`src/rtl/cpu_arb_pkg.sv`:
```
// Shared definitions for the CPU memory-port arbiter: FSM states,
// requester identifiers and the default starvation limit.
package cpu_arb_pkg;

    typedef enum logic [1:0] {
        IDLE   = 2'd0,
        BUSY_F = 2'd1,
        BUSY_D = 2'd2
    } arb_state_e;

    typedef enum logic {
        REQ_F = 1'b0,
        REQ_D = 1'b1
    } req_id_e;

    localparam int DEFAULT_STARVE_LIMIT = 4;

endpackage

```
`src/rtl/arb_starve_counter.sv`:
```
// Counts consecutive data grants made while fetch is waiting and flags
// when fetch must be given the next arbitration.
module arb_starve_counter #(
    parameter int LIMIT = 4
) (
    input  logic clk,
    input  logic rst_ni,
    input  logic f_req_i,
    input  logic data_win_i,
    input  logic fetch_win_i,
    output logic starve_o
);

    localparam logic [3:0] LIMIT_C = 4'(LIMIT);

    logic [3:0] cnt_q;
    logic [3:0] cnt_d;

    // Clear when fetch stops waiting or is served; count data wins otherwise.
    always_comb begin
        cnt_d = cnt_q;
        if (!f_req_i || fetch_win_i) begin
            cnt_d = '0;
        end else if (data_win_i && (cnt_q != LIMIT_C)) begin
            cnt_d = cnt_q + 4'd1;
        end
    end

    // Counter register.
    always_ff @(posedge clk or negedge rst_ni) begin
        if (!rst_ni) begin
            cnt_q <= '0;
        end else begin
            cnt_q <= cnt_d;
        end
    end

    assign starve_o = (cnt_q == LIMIT_C);

endmodule

```
`src/rtl/mem_port_arbiter.sv`:
```
// Two-requester (fetch / load-store) arbiter for a single memory port.
// Data has priority; optional fetch starvation guard enabled by the
// macro ARB_STARVE_GUARD_EN.
module mem_port_arbiter
    import cpu_arb_pkg::*;
#(
    parameter int ADDR_W       = 32,
    parameter int DATA_W       = 32,
    parameter int STARVE_LIMIT = DEFAULT_STARVE_LIMIT
) (
    input  logic              clk,
    input  logic              reset,
    input  logic              f_req,
    input  logic [ADDR_W-1:0] f_addr,
    output logic              f_gnt,
    output logic              f_rvalid,
    output logic [DATA_W-1:0] f_rdata,
    input  logic              d_req,
    input  logic              d_we,
    input  logic [ADDR_W-1:0] d_addr,
    input  logic [DATA_W-1:0] d_wdata,
    output logic              d_gnt,
    output logic              d_rvalid,
    output logic [DATA_W-1:0] d_rdata,
    output logic [ADDR_W-1:0] mem_addr,
    output logic              mem_write_en,
    output logic [DATA_W-1:0] mem_write_data,
    input  logic [DATA_W-1:0] mem_read_data,
    input  logic              mem_ready,
    output logic              arb_busy
);

    arb_state_e        state_q, state_d;
    logic              arb_en, complete, win_f, win_d, starve_hit;
    req_id_e           winner;

    logic              f_gnt_q, d_gnt_q, f_rvalid_q, d_rvalid_q, mem_we_q;
    logic [DATA_W-1:0] f_rdata_q, d_rdata_q, mem_wdata_q;
    logic [ADDR_W-1:0] mem_addr_q;

`ifdef ARB_STARVE_GUARD_EN
    arb_starve_counter #(
        .LIMIT(STARVE_LIMIT)
    ) u_starve (
        .clk        (clk),
        .rst_ni     (reset),
        .f_req_i    (f_req),
        .data_win_i (win_d),
        .fetch_win_i(win_f),
        .starve_o   (starve_hit)
    );
`else
    logic unused_starve_limit;
    assign unused_starve_limit = (STARVE_LIMIT != 0);
    assign starve_hit          = 1'b0;
`endif

    // Next state: arbitrate when idle or on the completing BUSY cycle.
    always_comb begin
        state_d  = state_q;
        arb_en   = 1'b0;
        complete = 1'b0;
        win_f    = 1'b0;
        win_d    = 1'b0;
        winner   = (d_req && !(f_req && starve_hit)) ? REQ_D : REQ_F;
        case (state_q)
            IDLE:           arb_en = 1'b1;
            BUSY_F, BUSY_D: begin
                complete = mem_ready;
                arb_en   = mem_ready;
            end
            default:        arb_en = 1'b1;
        endcase
        if (arb_en) begin
            if (f_req || d_req) begin
                win_d   = (winner == REQ_D);
                win_f   = (winner == REQ_F);
                state_d = (winner == REQ_D) ? BUSY_D : BUSY_F;
            end else begin
                state_d = IDLE;
            end
        end
    end

    // State register.
    always_ff @(posedge clk or negedge reset) begin
        if (!reset) begin
            state_q <= IDLE;
        end else begin
            state_q <= state_d;
        end
    end

    // Grant/completion pulses, captured read data and memory port drive.
    always_ff @(posedge clk or negedge reset) begin
        if (!reset) begin
            f_gnt_q     <= 1'b0;
            d_gnt_q     <= 1'b0;
            f_rvalid_q  <= 1'b0;
            d_rvalid_q  <= 1'b0;
            f_rdata_q   <= '0;
            d_rdata_q   <= '0;
            mem_addr_q  <= '0;
            mem_we_q    <= 1'b0;
            mem_wdata_q <= '0;
        end else begin
            f_gnt_q    <= win_f;
            d_gnt_q    <= win_d;
            f_rvalid_q <= complete && (state_q == BUSY_F);
            d_rvalid_q <= complete && (state_q == BUSY_D);
            if (complete && (state_q == BUSY_F)) begin
                f_rdata_q <= mem_read_data;
            end
            if (complete && (state_q == BUSY_D)) begin
                d_rdata_q <= mem_we_q ? '0 : mem_read_data;
            end
            if (win_f) begin
                mem_addr_q  <= f_addr;
                mem_we_q    <= 1'b0;
                mem_wdata_q <= '0;
            end else if (win_d) begin
                mem_addr_q  <= d_addr;
                mem_we_q    <= d_we;
                mem_wdata_q <= d_wdata;
            end else if (complete) begin
                mem_we_q    <= 1'b0;
            end
        end
    end

    assign f_gnt          = f_gnt_q;
    assign d_gnt          = d_gnt_q;
    assign f_rvalid       = f_rvalid_q;
    assign d_rvalid       = d_rvalid_q;
    assign f_rdata        = f_rdata_q;
    assign d_rdata        = d_rdata_q;
    assign mem_addr       = mem_addr_q;
    assign mem_write_en   = mem_we_q;
    assign mem_write_data = mem_wdata_q;
    assign arb_busy       = (state_q != IDLE);

endmodule
```
`config.mk`:
```
export PLATFORM = sky130hd
export DESIGN_NAME = mem_port_arbiter
export DESIGN_NICKNAME = d
export VERILOG_FILES = /design/src/rtl/cpu_arb_pkg.sv /design/src/rtl/arb_starve_counter.sv /design/src/rtl/mem_port_arbiter.sv
export SDC_FILE = /design/constraint.sdc
export NUM_CORES = 1
export LEC_CHECK = 0
export BUFFER_PORTS_ARGS = -buffer_cell sky130_fd_sc_hd__buf_2
export CAP_MARGIN = 20
export CORE_UTILIZATION = 46
export CTS_BUF_LIST = sky130_fd_sc_hd__clkbuf_16
export DETAILED_ROUTE_END_ITERATION = 7
export GPL_TIMING_DRIVEN = 0
export MAX_ROUTING_LAYER = met4
export PLACE_DENSITY_LB_ADDON = 0.08
export SYNTH_ARGS = -nofsm -noshare
export SYNTH_HDL_FRONTEND = slang
export SYNTH_HIERARCHICAL = 1
export SYNTH_SLANG_ARGS = --single-unit
```
`constraint.sdc`:
```
create_clock -name clk -period 2.3 [get_ports clk]
set_clock_uncertainty 0.15 [all_clocks]
set_input_delay 0.23 -clock clk [delete_from_list [all_inputs] [get_ports clk]]
set_output_delay 0.23 -clock clk [all_outputs]
set_load 0.01 [all_outputs]
```
Word-level counts from Yosys, hierarchy flattened. Cells that the tools add are included.

Bits in registers: 135. Logic and storage cells: 37.

Equality and inequality tests: 2. Mux-type cells: 17. Bitwise operators: 1. Reductions and logical operators: 7.

Operators by type and width (number): 32-bit 2-to-1 mux (5); 1-bit 2-to-1 mux (10); 2-bit 2-to-1 mux (2); 2-bit nonzero test (2); 3-bit nonzero test (1); 2-bit by 1-bit equality test with 1-bit output, second input constant (1); 2-bit equality test, second input constant (1); 1-bit logical AND (2); 2-bit OR reduction (1); 1-bit logical OR (1); 1-bit NOT (1).

Logic depth before layout (Yosys ltp).
Depth after elaboration: 6. Mapped depth: 8. Gate-level depth less buffers: 5.

Least setup slack after synthesis. OpenSTA, ideal clock, no wires.

Path kind: register -> register. Start point: reg state_q[0]. End point: reg mem_wdata_q[10] (netlist: mem_write_data[10]). Arrival: 1.522 ns. Data required time: 2.029 ns. Setup slack: 0.507 ns. Cell stages (with the launch flop): 9. Buffers on the path: 3. Period minus slack after synthesis: 1.793 ns. Path through: dfrtp_1 > inv_1 > ha_1 > nor2b_1 > buf_4 > nor2b_1 > buf_6 > buf_2 > a22o_1.

Word-level cells in the longest chain between the ends: 5. Elaborated cells on any way between the ends: 8. Classes of those cells: 2 x eq/ne; 4 x mux; 2 x reduce/logical.

RTL lines: start: declaration (line mem_port_arbiter.sv:33) `arb_state_e state_q, state_d;`; start signal: assignment (line mem_port_arbiter.sv:90) `state_q <= state_d;`; 2-bit by 1-bit equality test with 1-bit output / 2-bit equality test (equally long branches) (line mem_port_arbiter.sv:66) `case (state_q)`; 2-bit OR reduction (*) (line mem_port_arbiter.sv:66); 1-bit 2-to-1 mux (*) (line mem_port_arbiter.sv:66); 1-bit 2-to-1 mux (line mem_port_arbiter.sv:74) `if (arb_en) begin`; 32-bit 2-to-1 mux / 2-bit nonzero test (equally long branches); end signal: assignment (line mem_port_arbiter.sv:124) `mem_wdata_q <= d_wdata;`; end: declaration (line mem_port_arbiter.sv:38) `logic [DATA_W-1:0] f_rdata_q, d_rdata_q, mem_wdata_q;`.

Every way passes the cells marked *; elsewhere a longest branch is shown, timed or not. A chain may end at the register's enable or synchronous reset.

Worst setup path in the final report.
Start point: reg state_q[0]. End point: reg f_gnt_q (netlist: f_gnt).

Word-level cells in the longest chain between the ends: 4. Elaborated cells on any way between the ends: 5. Classes of those cells: 2 x eq/ne; 2 x mux; 1 x reduce/logical.

RTL lines: 2-bit by 1-bit equality test with 1-bit output / 2-bit equality test (equally long branches) (line mem_port_arbiter.sv:66); 2-bit OR reduction (*) (line mem_port_arbiter.sv:66); 1-bit 2-to-1 mux (*) (line mem_port_arbiter.sv:66); 1-bit 2-to-1 mux (*) (line mem_port_arbiter.sv:74); named net win_f (line mem_port_arbiter.sv:34) `logic arb_en, complete, win_f, win_d, starve_hit;`; end signal: assignment (line mem_port_arbiter.sv:107) `f_gnt_q <= win_f;`; end: declaration (line mem_port_arbiter.sv:37) `logic f_gnt_q, d_gnt_q, f_rvalid_q, d_rvalid_q, mem_we_q;`.

The timed path passes the listed nets; every way through them passes the cells marked *.

==> results.py <==
metrics = {
    "cts": {
        "number_of_h_tree_branching_levels": 4,
        "cts_post_setup_buffers_inserted": 0,
        "root_buffer": "sky130_fd_sc_hd__clkbuf_16",
        "cts.clk_slew.worst_paths_ns": 0.05,
        "numCtsBuffers": 17,
        "cts.sinks": 135,
        "tritoncts": "yes",
        "worstSkewPairLatency_ns": 0.40,
        "cts-root-to-sink-buffers": 2,
    },
    "global_routing": {
        "grt_pass1_vias": 5476,
        "initial_antenna_violation_count": 0,
        "grt_first_pass_wirelength_um": 26900,
        "gr-total-overflow": 0,
        "globalRouteTotalUtil_pct": 29.1,
        "grt_start_max_net_pins": 72,
    },
    "worst_setup_path": {
        "worstSetupPathType": "flip-flop to flip-flop",
        "endpoint_kind": "flip-flop",
        "worst_setup_path_start_kind": "flip-flop",
        "ordered_list_of_cells_on_the_worst_path": "inv_1 > ha_1 > nor2b_1 > buf_4 > nor3b_1 > dlygate4sd3_1",
        "critPathArrivalTime_ns": 2.34,
        "max_stage_delay_ns": 0.59,
        "worst-path-max-fanout": 10,
        "path_delay_family": "buffers and inverters",
        "cp_slowest_cell": "sky130_fd_sc_hd__dlygate4sd3_1",
        "worstPathBufferInverterCount": 3,
        "timing.critical_path.required_ns": 2.49,
    },
    "timing": {
        "setup_violations": 0,
        "drv_slew": 0,
        "final-hold-violation-count": 0,
        "rsz_0062_raised_after_global_routing": "no",
        "max-slew-margin-rel_pct": 59.0,
        "layout_setup_ws_ns": 0.154,
        "achievable-frequency_ghz": 0.466,
        "max_slew.worst_pin.slew_ns": 0.615,
        "finalHoldWorstSlack_ns": 0.146,
        "final.period_utilization_pct": 93.3,
        "final_period_minus_worst_setup_slack_ns": 2.15,
    },
    "final_layout": {
        "final-seq-area_sq_um": 3380,
        "commonest_non_fill_non_tap_cell_in_the_layout": "sky130_fd_sc_hd__buf_2",
        "design.final.nets": 1002,
        "area_delta_synth_final_pct": 62.5,
        "layout.cells.most_common_list": "277 x sky130_fd_sc_hd__buf_2, 135 x sky130_fd_sc_hd__dfrtp_1, 133 x sky130_fd_sc_hd__dlygate4sd3_1",
        "layout.cell_area.non_filler_sq_um": 8880,
        "area_of_the_multi_input_gates_sq_um": 1880,
        "layout-drive-gt1-share_pct": 39.5,
        "antenna-diode-count": 0,
        "nFillCells": 766,
    },
    "yosys": {
        "synth_seq_cells": 135,
        "yosysWarningCount": 6,
        "syn-cell-area_sq_um": 5470,
        "netlist-cell-type-count": 22,
        "yosysSeqAreaShare_pct": 61.8,
        "synthCells": 446,
        "syn_nets": 583,
        "synth_area_per_cell_sq_um": 12.3,
    },
    "drt": {
        "route.detailed.wl_per_inst_um": 16.5,
        "detail_route.vias_per_cell": 5.13,
        "dr_wl_met2_um": 8490,
        "drc_markers": 32,
        "drt_pass1_iterations": 6,
        "detail_route.iter0.violations": 334,
        "finalWirelength_um": 16800,
        "vias": 5236,
        "met1Wirelength_um": 6740,
        "highest_metal_layer_with_signal_wires": "met4",
        "length_of_routed_met3_wiring_um": 936,
        "antenna_violating_nets_post_route": 0,
    },
    "die": {
        "die_width_um": 111,
        "row_cnt": 39,
        "fp.dieArea_sq_um": 12300,
        "fp.coreArea_sq_um": 11500,
        "pin_count": 268,
        "initial_core_util_pct": 47.5,
        "fp.dieH_um": 111,
    },
    "placement": {
        "finalWeightedCongestion": 0.779,
        "hpwl_um": 10500,
        "dp_slack_ns": 0.257,
        "number_of_input_and_output_port_buffers_inserted": 266,
        "postPlaceCellArea_sq_um": 7010,
    },
    "power": {
        "ir_worst_vdd_mv": 0.500,
        "leakage_uw": 0.00454,
        "power_density_of_the_placed_cells_nw_per_um2": 1020,
    },
    "outcome": {
        "status": "finished with violations",
        "violations_in_the_final_reports": "design-rule violations",
    },
    "worst_hold_path": {
        "worst_hold_path_type": "primary input to flip-flop",
    },
    "run": {
        "drv_cap": 0,
    },
}
==> worst register-to-register path, stage by stage (launching register included) <==
cell	delay, ns
sky130_fd_sc_hd__dfrtp_1	0.36
sky130_fd_sc_hd__inv_1	0.07
sky130_fd_sc_hd__ha_1	0.32
sky130_fd_sc_hd__nor2b_1	0.16
sky130_fd_sc_hd__buf_4	0.17
sky130_fd_sc_hd__nor3b_1	0.27
sky130_fd_sc_hd__dlygate4sd3_1	0.59
==> where the power goes <==
part	switching (uW)	internal [uW]	total, uW	leakage, uW
registers	431	3210	3640	0.00168
clock network	1010	1470	2470	0.000260
logic	1530	1430	2960	0.00260
==> cells by family (layout without fill, tap and decap cells) <==
kind of cell / count (synthesis) / count (layout) / synth area share, %
AO/OA/AOI/OAI: 133 / 133 / 14.6
adder cells (fa/ha/maj): 3 / 3 / 0.687
buffers and inverters: 40 / 472 / 3.85
flip-flops: 135 / 135 / 61.8
multiplexers: 64 / 64 / 12.5
AND/OR/NAND/NOR: 71 / 71 / 6.62
==> stage by stage <==
stage               utilization [%]  setup TNS, ns  instances  power [uW]
detailed placement             60.9              0        856        6400
floorplan                         -              0        446        5050
finish                         77.1              0       1021        9070
CTS                            77.1              0       1021        9060
global route                   77.1              0       1021        9550
global placement               60.6        -119.79        855        6280
==> Yosys cell counts <==
library cell	n	share of area [%]
sky130_fd_sc_hd__o21ai_0	65	6.0
sky130_fd_sc_hd__o21ai_1	32	2.9
sky130_fd_sc_hd__inv_1	5	0.34
sky130_fd_sc_hd__ha_1	3	0.69
sky130_fd_sc_hd__a21o_1	2	0.27
sky130_fd_sc_hd__or2_1	1	0.11
sky130_fd_sc_hd__buf_6	4	0.82
sky130_fd_sc_hd__buf_4	4	0.55
sky130_fd_sc_hd__mux2_2	32	6.6
sky130_fd_sc_hd__clkbuf_1	15	1.0
sky130_fd_sc_hd__mux2i_1	32	5.9
sky130_fd_sc_hd__nor3b_1	1	0.14
sky130_fd_sc_hd__nand2b_1	32	3.7
sky130_fd_sc_hd__a22oi_1	1	0.14
sky130_fd_sc_hd__a32oi_1	1	0.16
sky130_fd_sc_hd__buf_2	12	1.1
sky130_fd_sc_hd__nor2b_1	2	0.23
sky130_fd_sc_hd__a22o_1	32	5.1
sky130_fd_sc_hd__nor2_2	1	0.11
sky130_fd_sc_hd__nand2_1	33	2.3
sky130_fd_sc_hd__dfrtp_1	135	62
sky130_fd_sc_hd__nand3_1	1	0.091
==> registers in the layout, indices dropped and copies added, names as in the netlist <==
signal          cells
f_rvalid            1
mem_write_en        1
d_rvalid            1
f_rdata            32
mem_addr           32
d_rdata            32
mem_write_data     32
state_q             2
d_gnt               1
f_gnt               1
==> timing repair <==
| item | 4_1_cts | 5_1_grt |
|---|---|---|
| resized for setup | 0 | 0 |
| hold buffers | 133 | 0 |
| endpoints found under the hold margin | 194 | 0 |
==> per-layer routing <==
layer  GRT usage [%]  vias to the layer above
met4            16.3                        0
met1            33.1                     2526
met5               -                        -
li1                -                     2407
met2            48.3                      246
met3            5.96                       57
==> cell type report <==
type,instances,area share (%)
clock buffer,17,4.79
multi-input combinational,271,21.1
tap,143,2.01
sequential,135,38.0
clock inverter,15,1.30
timing repair buffer,400,30.4
buffer,35,2.16
inverter,5,0.211
==> path summary, 6_finish.rpt <==
kind | from | end | slack (ns) | cells after the start
min in group asynchronous | reset | f_rdata[6] | 0.23 | 2
worst max register to register | state_q[0] | f_gnt | 0.15 | 6
max in group asynchronous | reset | mem_write_data[15] | 1.01 | 3
worst min register to register | d_rdata[20] | d_rdata[20] | 0.32 | 2
worst max-delay path | state_q[0] | f_gnt | 0.15 | 6
worst min-delay path | d_req | state_q[0] | 0.15 | 3
Power figures use the tool's default switching activity.
